===== src/rtl/sd_server_pkg.sv =====
// sd_server_pkg
// Shared definitions for the sector server: transfer state encoding,
// sector geometry and a small helper for detecting the final word of a
// sector.
package sd_server_pkg;

    localparam int unsigned SECTOR_WORDS = 256;
    localparam int unsigned WORD_IDX_W   = 8;

    typedef enum logic [2:0] {
        IDLE,
        RD_REQ,
        RD_PUT,
        WR_ADDR,
        WR_CAP,
        WR_MEM,
        DONE
    } state_t;

    function automatic logic is_last_word(input logic [WORD_IDX_W-1:0] idx);
        return idx == WORD_IDX_W'(SECTOR_WORDS - 1);
    endfunction

endpackage


===== src/rtl/sd_sector_server.sv =====
// sd_sector_server
// Responder side of the sd_lba/sd_rd/sd_wr/sd_ack sector handshake. Each
// accepted request moves one 512-byte sector (256 x 16-bit words) between
// the initiator's buffer and a word-addressed backing store reached over a
// ready-handshake memory port.
//
// Ports
//   clk_sys       system clock, rising edge
//   reset         asynchronous, active-high
//   sd_lba        sector number, sampled on acceptance
//   sd_rd/sd_wr   read / write request levels (read wins if both)
//   sd_ack        high for the whole transfer
//   sd_buff_addr  word index within the sector
//   sd_buff_dout  read data towards the initiator buffer
//   sd_buff_wr    one-cycle strobe qualifying sd_buff_dout/sd_buff_addr
//   sd_buff_din   initiator buffer data, one cycle after sd_buff_addr
//   mem_addr      {lba[LBA_BITS-1:0], word index}
//   mem_rd/mem_wr memory request, held until mem_ready
//   mem_wdata     memory write data
//   mem_rdata     memory read data, valid with mem_ready
//   mem_ready     completes the pending memory request
//   err           sticky out-of-range flag of the current/last request
module sd_sector_server
    import sd_server_pkg::*;
#(
    parameter int unsigned LBA_BITS = 6
) (
    input  logic                  clk_sys,
    input  logic                  reset,
    input  logic [31:0]           sd_lba,
    input  logic                  sd_rd,
    input  logic                  sd_wr,
    output logic                  sd_ack,
    output logic [7:0]            sd_buff_addr,
    output logic [15:0]           sd_buff_dout,
    output logic                  sd_buff_wr,
    input  logic [15:0]           sd_buff_din,
    output logic [LBA_BITS+7:0]   mem_addr,
    output logic                  mem_rd,
    output logic                  mem_wr,
    output logic [15:0]           mem_wdata,
    input  logic [15:0]           mem_rdata,
    input  logic                  mem_ready,
    output logic                  err
);

    state_t                  state;
    logic [WORD_IDX_W-1:0]   idx;
    logic [WORD_IDX_W-1:0]   idx_next;
    logic [LBA_BITS-1:0]     lba_q;
    logic                    oor;
    logic                    req_oor;

    assign idx_next = idx + WORD_IDX_W'(1);

    // Any set bit above the backed address range makes the request
    // out of range.
    assign req_oor = |(sd_lba >> LBA_BITS);

    always_ff @(posedge clk_sys or posedge reset) begin
        if (reset) begin
            state        <= IDLE;
            idx          <= '0;
            lba_q        <= '0;
            oor          <= 1'b0;
            sd_ack       <= 1'b0;
            sd_buff_addr <= '0;
            sd_buff_dout <= '0;
            sd_buff_wr   <= 1'b0;
            mem_addr     <= '0;
            mem_rd       <= 1'b0;
            mem_wr       <= 1'b0;
            mem_wdata    <= '0;
            err          <= 1'b0;
        end else begin
            sd_buff_wr <= 1'b0;
            case (state)
                IDLE: begin
                    if (sd_rd || sd_wr) begin
                        lba_q        <= sd_lba[LBA_BITS-1:0];
                        oor          <= req_oor;
                        err          <= req_oor;
                        idx          <= '0;
                        sd_ack       <= 1'b1;
                        sd_buff_addr <= '0;
                        mem_addr     <= {sd_lba[LBA_BITS-1:0], 8'h00};
                        if (sd_rd) begin
                            // Out-of-range reads never touch memory.
                            mem_rd <= ~req_oor;
                            state  <= RD_REQ;
                        end else begin
                            state  <= WR_ADDR;
                        end
                    end
                end

                RD_REQ: begin
                    if (oor || mem_ready) begin
                        sd_buff_dout <= oor ? 16'h0000 : mem_rdata;
                        mem_rd       <= 1'b0;
                        state        <= RD_PUT;
                    end
                end

                // The strobe is registered here, so it is visible in the
                // cycle after RD_PUT (overlapping the next RD_REQ, or DONE
                // for the last word) while dout/addr are still stable.
                RD_PUT: begin
                    sd_buff_wr   <= 1'b1;
                    sd_buff_addr <= idx;
                    if (is_last_word(idx)) begin
                        state <= DONE;
                    end else begin
                        idx      <= idx_next;
                        mem_addr <= {lba_q, idx_next};
                        mem_rd   <= ~oor;
                        state    <= RD_REQ;
                    end
                end

                // sd_buff_addr already holds the index; the initiator's
                // buffer answers one cycle later.
                WR_ADDR: begin
                    state <= WR_CAP;
                end

                WR_CAP: begin
                    mem_wdata <= sd_buff_din;
                    mem_wr    <= ~oor;
                    state     <= WR_MEM;
                end

                WR_MEM: begin
                    if (oor || mem_ready) begin
                        mem_wr <= 1'b0;
                        if (is_last_word(idx)) begin
                            state <= DONE;
                        end else begin
                            idx          <= idx_next;
                            sd_buff_addr <= idx_next;
                            mem_addr     <= {lba_q, idx_next};
                            state        <= WR_ADDR;
                        end
                    end
                end

                DONE: begin
                    sd_ack <= 1'b0;
                    state  <= IDLE;
                end

                default: begin
                    state <= IDLE;
                end
            endcase
        end
    end

endmodule


===== config.mk =====
export PLATFORM = sky130hd
export DESIGN_NAME = sd_sector_server
export DESIGN_NICKNAME = d
export VERILOG_FILES = /design/src/rtl/sd_server_pkg.sv /design/src/rtl/sd_sector_server.sv
export SDC_FILE = /design/constraint.sdc
export NUM_CORES = 1
export LEC_CHECK = 0
export CAP_MARGIN = 20
export CORE_MARGIN = 3
export CORE_UTILIZATION = 40
export CTS_BUF_LIST = sky130_fd_sc_hd__clkbuf_8 sky130_fd_sc_hd__clkbuf_16
export DETAILED_ROUTE_END_ITERATION = 16
export GPL_TIMING_DRIVEN = 0
export PLACE_DENSITY = 0.77
export SYNTH_ARGS = -nofsm -noshare
export SYNTH_HDL_FRONTEND = slang
export SYNTH_SLANG_ARGS = --single-unit

===== constraint.sdc =====
create_clock -name clk_sys -period 2.6 [get_ports clk_sys]
set_clock_uncertainty 0.2 [all_clocks]
set_input_delay 0.65 -clock clk_sys [delete_from_list [all_inputs] [get_ports clk_sys]]
set_output_delay 0.65 -clock clk_sys [all_outputs]
set_load 0.01 [all_outputs]

==> impl_metrics.tcl, run 1 <==
set metrics [dict create \
    synth_flop_cell "dfrtp_1" \
    hold_viol 0 \
    start_util_pct 42.20 \
    status "complete, no violations" \
    avgSynthCellArea_um2 11.04 \
    layout.nets 512 \
    synthMuxAreaShare_pct 14.77 \
    powerDensity_nw_per_um2 945.5 \
    cp.required_ns 2.63 \
    drv_cap 0 \
    syn_inst 303 \
    cts.clk_slew.worst_paths_ns 0.07 \
    fp.dieW_um 97.46 \
    viasPerCell 5.227 \
    cts_root_buffer "clkbuf_8" \
    cts_tree "built" \
    yosys.area_share.xor_xnor_pct 0.5236 \
    yosysWarningCount 0 \
    synth_compound_area_share_pct 12.08 \
    seq_power_share_pct 33.8 \
    multi_input_comb_area_um2 1488 \
    p_leak_nw 1.993 \
    r2r_end "sd_buff_addr[4]$_DFFE_PP0P_" \
    layout-drive-gt1-share_pct 16.85 \
    r2r-start "mem_addr[0]$_DFFE_PP0P_" \
    clk_latency_ns 0.34 \
    drcViolationCount 0 \
    grt_pass1_wl_um 14970 \
    tightest_slew_ns 0.8350 \
    wl_per_cell_um 16.40 \
    cp_max_fo 6 \
    dp.cells 532 \
    swShare_pct 34.49 \
    wl_met1_um 3766 \
    max_slew_margin_pct 44.33 \
    worstPathArrival_ns 2.45 \
    synth-adder-area-share_pct 0.3740 \
    cts.sinks 68 \
    num_rows 32 \
    grt_pass1_vias 2903 \
    gp_congestion 0.8806 \
    min_path_type "reg2reg" \
    async_reset_ff_share_pct 100.0 \
    syn_area_um2 3346 \
    final_cells 547 \
    synth_cell_type_count 52 \
    fp.dieArea_um2 9497 \
    portBuffers 127 \
    path_class "in2reg" \
    gr-total-overflow 0 \
    grt_max_degree 69 \
    grt.total_usage_pct 19.43 \
    routed_wl_um 8969 \
    drtIter0Drc 170 \
    reg2reg_slack_ns 0.18 \
    numCtsBuffers 9 \
    fin_crit_ns 2.427 \
    hold_start "sd_buff_dout[5]$_DFFE_PP0P_" \
    ys_ff_latch 68 \
    io-pin-count 128 \
    reg2reg_depth 7 \
    start_kind "input pin" \
    hold_buffers 0 \
    wl_met3_um 569 \
    syn_nets 373 \
    areaGrowthSynthToFinish_pct 47.72 \
    ff_latch_area_um2 1703 \
    fp.coreArea_um2 7928 \
    synth_edf_count 0 \
    min_delay_worst_endpoint "sd_buff_dout[5]$_DFFE_PP0P_" \
    detail-route-antenna-nets 0 \
    p_int_w 0.003061 \
    fin_setup_tns_ns 0 \
    antenna_cells 0 \
    fillers 667 \
    drt-pass1-iter-count 4 \
    pwr-share-clk_pct 18.0 \
    vias 2859 \
    routed.top_layer "met4" \
    die_h_um 97.46 \
    vdd_ir_drop_max_uv 439.4 \
    cts_max_level 3 \
    antenna_found_initial 0 \
    wl_met2_um 4459 \
    synth_top_family_by_area "simple AND/OR/NAND/NOR gates" \
    period_share_pct 93.36 \
    power_frac_comb_pct 48.3 \
    fmax_ghz 0.4120 \
    rsz0062_at_grt "false" \
    slew_violations 0 \
    dp.final_hpwl_um 6578 \
    cts_buffer_depth 2 \
    setup_viol 0 \
    p_switching_w 0.001611 \
    holdPathStages 2 \
    cp-end-kind "flip-flop" \
    ys_seq_area_share_pct 50.86 \
    synthSimpleGateAreaFrac_pct 16.49 \
]
critical path, stage by stage:
cell	delay, ns
clkdlybuf4s50_1	0.57
nor3_1	0.12
nor3_1	0.39
or2_1	0.17
buf_2	0.20
mux2_2	0.36
cell type report:
class                   count  area share (%)
plain buffers              18           2.304
clock buffers               9           2.506
well taps                 102           2.582
flip-flops and latches     68           34.46
repair buffers            128           25.87
multi-input cells         207           30.10
clock inverters             5           1.114
inverters                  10           1.063
cell families after synthesis:
logic type	count (synthesis)
and+or+nand+nor	100
buffers and inverters	28
xor gates and xnor gates	2
muxes	40
AOI/OAI and AO/OA	64
DFF	68
adders and majority gates	1
flip-flops by register name (all words and copies together), names as in the netlist:
name	cells
state	3
oor	1
mem_wdata	16
sd_buff_addr	8
sd_buff_dout	16
sd_ack	1
mem_addr	14
lba_q	6
sd_buff_wr	1
mem_rd	1
mem_wr	1
per-stage QoR:
step	cell area, µm²	util (%)	power, W	hold WS (ns)	setup WS, ns
finish	4942	62.34	0.004673	0.2809	0.1726
global placement	4745	59.85	0.003792	0.2631	-1.171
global route	4942	62.34	0.004964	0.3178	0.06931
floorplan	3346	-	0.002932	0.2809	0.03849
detailed placement	4747	59.88	0.003855	0.2709	-0.3771
CTS	4933	62.23	0.004711	0.2883	0.1271
timing repair:
action,in CTS,in global routing
pin swaps,1,0
endpoints found under the setup margin,2,3
resized for setup,0,2
setup buffers,1,0
worst max-delay path by stage:
stage                             from                            to
2_1_floorplan                    reset          lba_q[0]$_DFFE_PP0P_
3_3_place_gp                     reset  sd_buff_dout[12]$_DFFE_PP0P_
3_5_place_dp                     sd_rd       mem_addr[9]$_DFFE_PP0P_
4_1_cts        mem_addr[0]$_DFFE_PP0P_   sd_buff_addr[4]$_DFFE_PP0P_
5_1_grt                          sd_rd   sd_buff_addr[4]$_DFFE_PP0P_
6_report                         sd_rd   sd_buff_addr[4]$_DFFE_PP0P_
cell usage after synthesis, types with 2 or more instances:
library cell,count,area (µm²)
mux2_4,12,180.2
a21oi_1,9,45.04
or3_1,4,25.02
dfrtp_1,68,1702
nand4_1,3,18.77
nand3_1,11,55.05
nand2b_1,16,100.1
buf_6,4,45.04
mux2_2,26,292.8
o21ai_0,31,155.2
nor2_1,12,45.04
buf_2,4,20.02
o22ai_1,3,18.77
buf_4,2,15.01
nor3_1,7,35.03
inv_1,9,33.78
o31a_1,3,26.28
xnor2_1,2,17.52
nor4_1,8,50.05
nand2_1,26,97.59
clkbuf_1,7,26.28
o221ai_1,6,52.55
cells in the final DEF (no fill, tap or decap), drive strengths merged, types with 2 or more instances in the layout:
cell type	count
clkdlybuf4s50	127
dfrtp	68
mux2	39
o21ai	32
nand2	27
clkbuf	17
nand2b	16
nor2	14
nand3	11
buf	11
a21oi	9
inv	9
nor4	9
nor3	7
o221ai	6
or3	4
o31a	3
o22ai	3
nand4	3
clkinv	3
xnor2	2
clkinvlp	2
nand3b	2
layer usage:
layer  GRT usage, %  vias to the layer above
met5              0                        -
met4          7.455                        0
met3          4.523                       15
met2          31.15                      115
met1          25.58                     1365
li1               -                     1364
power groups by stage:
stage | Combinational, W | Sequential [W] | Clock, W
floorplan | 0.00125 | 0.00169 | 0
global placement | 0.00221 | 0.00158 | 0
detailed placement | 0.00226 | 0.00160 | 0
CTS | 0.00227 | 0.00158 | 0.000858
global route | 0.00243 | 0.00163 | 0.000909
finish | 0.00226 | 0.00158 | 0.000839
Power figures use the tool's default switching activity.
==> inputs of run 2 (changes only) <==
Settings changed: CTS_CLUSTER_SIZE set to 24.
==> results of run 2 <==
Final layout, timing and power as in run 1 (identical DEF).
==> inputs of run 3 (changes only) <==
Settings changed: CORE_MARGIN 3 to 2.
==> impl_metrics.tcl, run 3 (synthesized netlist as in run 1, its figures left out) <==
set metrics [dict create \
    drv_cap 0 \
    final_cell_mix "127 x clkdlybuf4s50_1, 68 x dfrtp_1, 31 x o21ai_0" \
    grt.total_usage_pct 19.10 \
    holdPathStages 2 \
    slowest_delay_ns 0.47 \
    detail-route-antenna-nets 0 \
    fp.coreArea_um2 8175 \
    drt-pass1-iter-count 4 \
    wl_met3_um 610 \
    drtIter0Drc 165 \
    layout-drive-gt1-share_pct 16.96 \
    cp_num_buf_inv 2 \
    viasPerCell 5.231 \
    slowest_stage "dfrtp_1" \
    tightest_slew_ns 0.8444 \
    antenna_cells 0 \
    powerDensity_nw_per_um2 944.6 \
    start_kind "flip-flop" \
    hold_buffers 0 \
    cpMostUsedCell "buf_2" \
    routed.top_layer "met4" \
    path_class "reg2reg" \
    status "complete, no violations" \
    fmax_ghz 0.4094 \
    cts_buffer_depth 2 \
    hold_viol 0 \
    layout.nets 513 \
    cts_root_buffer "clkbuf_8" \
    max_slew_margin_pct 43.70 \
    wl_per_cell_um 15.67 \
    fp.dieArea_um2 9112 \
    setup_viol 0 \
    gr-total-overflow 0 \
    p_leak_nw 2.014 \
    period_share_pct 93.95 \
    critPathTopFamily "flip-flops" \
    io-pin-count 128 \
    reg2reg_depth 7 \
    rsz0062_at_grt "false" \
    wl_met1_um 3611 \
    cp.depth 7 \
    fin_setup_tns_ns 0 \
    vdd_ir_drop_max_uv 658.9 \
    start_util_pct 40.92 \
    clk_latency_ns 0.33 \
    routed_wl_um 8666 \
    cts.sinks 68 \
    min_path_type "reg2reg" \
    grt_max_degree 69 \
    cts_max_level 3 \
    final_cells 553 \
    pre_cts_slack_ns -0.3506 \
    cp.required_ns 2.62 \
    gp_congestion 0.8895 \
    crit_chain "ha_1, buf_2, and3_1, a211oi_2, or2_1, buf_2, mux2_2" \
    areaGrowthSynthToFinish_pct 48.21 \
    cts.clk_slew.worst_paths_ns 0.08 \
    cp-end-kind "flip-flop" \
    num_rows 33 \
    largestRegisters "mem_wdata: 16 flops, sd_buff_dout: 16 flops, mem_addr: 14 flops" \
    final_common_cell "clkdlybuf4s50_1" \
    dp.cells 535 \
    slew_violations 0 \
    die_h_um 95.46 \
    fp.dieW_um 95.46 \
    numCtsBuffers 9 \
    fin_crit_ns 2.443 \
    cp_max_fo 9 \
    worstPathArrival_ns 2.46 \
    grt_pass1_wl_um 13480 \
    vias 2893 \
    power.total_w 0.004684 \
    dp.final_hpwl_um 6395 \
    hold_slack_ns 0.2796 \
    grt_pass1_vias 2840 \
    antenna_found_initial 0 \
    cts_tree "built" \
    wl_met2_um 4316 \
    portBuffers 127 \
    drcViolationCount 0 \
    fin_ws_ns 0.1574 \
]
run 3: cell types whose count changed in the layout (fill, tap and decap cells not counted), sizes merged:
cell      delta
clkinvlp     -1
clkinv       +2
inv          +1
buf          +1
run 3: timing repair:
action	4_1_cts	5_1_grt
setup endpoints to repair	0	2
buffers inserted	0	2
resized for setup	0	0
endpoints found under the hold margin	0	0
run 3: metal layers:
metal	up-vias	global-route usage, %
li1	1366	-
met1	1389	24.65
met2	127	31.28
met3	11	4.585
met4	0	7.024
met5	-	0
run 3: report_power, final:
group,switching (W),total [W],internal (W)
registers,0.000200,0.00158,0.00138
clock network,0.000413,0.000852,0.000439
logic,0.000994,0.00225,0.00125
total,0.00161,0.00468,0.00308
run 3: area by class of cell:
class                           instances  area (µm²)
Inverter                               10       52.55
Buffer                                 18       113.9
Fill cell                             692        3217
Clock inverter                          7       68.82
Sequential cell                        68        1702
Clock buffer                            9       123.9
Multi-Input combinational cell        207        1480
Timing Repair Buffer                  129        1286
Tap cell                              105       131.4
run 3: path summary, 6_finish.rpt:
| check | start | endpoint | slack (ns) |
|---|---|---|---|
| setup / recovery | mem_addr[0]$_DFFE_PP0P_ | sd_buff_addr[4]$_DFFE_PP0P_ | 0.16 |
| hold / removal | sd_buff_dout[11]$_DFFE_PP0P_ | sd_buff_dout[11]$_DFFE_PP0P_ | 0.28 |
| setup reg to reg | mem_addr[0]$_DFFE_PP0P_ | sd_buff_addr[4]$_DFFE_PP0P_ | 0.16 |
| hold reg to reg | sd_buff_dout[11]$_DFFE_PP0P_ | sd_buff_dout[11]$_DFFE_PP0P_ | 0.28 |
| max in group asynchronous | reset | sd_buff_addr[7]$_DFFE_PP0P_ | 1.02 |
| min in group asynchronous | reset | mem_wdata[1]$_DFFE_PP0P_ | 0.64 |
run 3: tightest hold or removal path, cell delays in order (launching register included):
cell and delay (ns):
dfrtp_1 0.35, nand2_1 0.04, o21ai_0 0.06
run 3: stage by stage:
| step | area [µm²] | utilization (%) |
|---|---|---|
| 4_1_cts | 4943 | 60.47 |
| 6_report | 4959 | 60.65 |
| 3_5_place_dp | 4751 | 58.11 |
| 5_1_grt | 4959 | 60.65 |
| 3_3_place_gp | 4748 | 58.08 |
| 2_1_floorplan | 3346 | - |
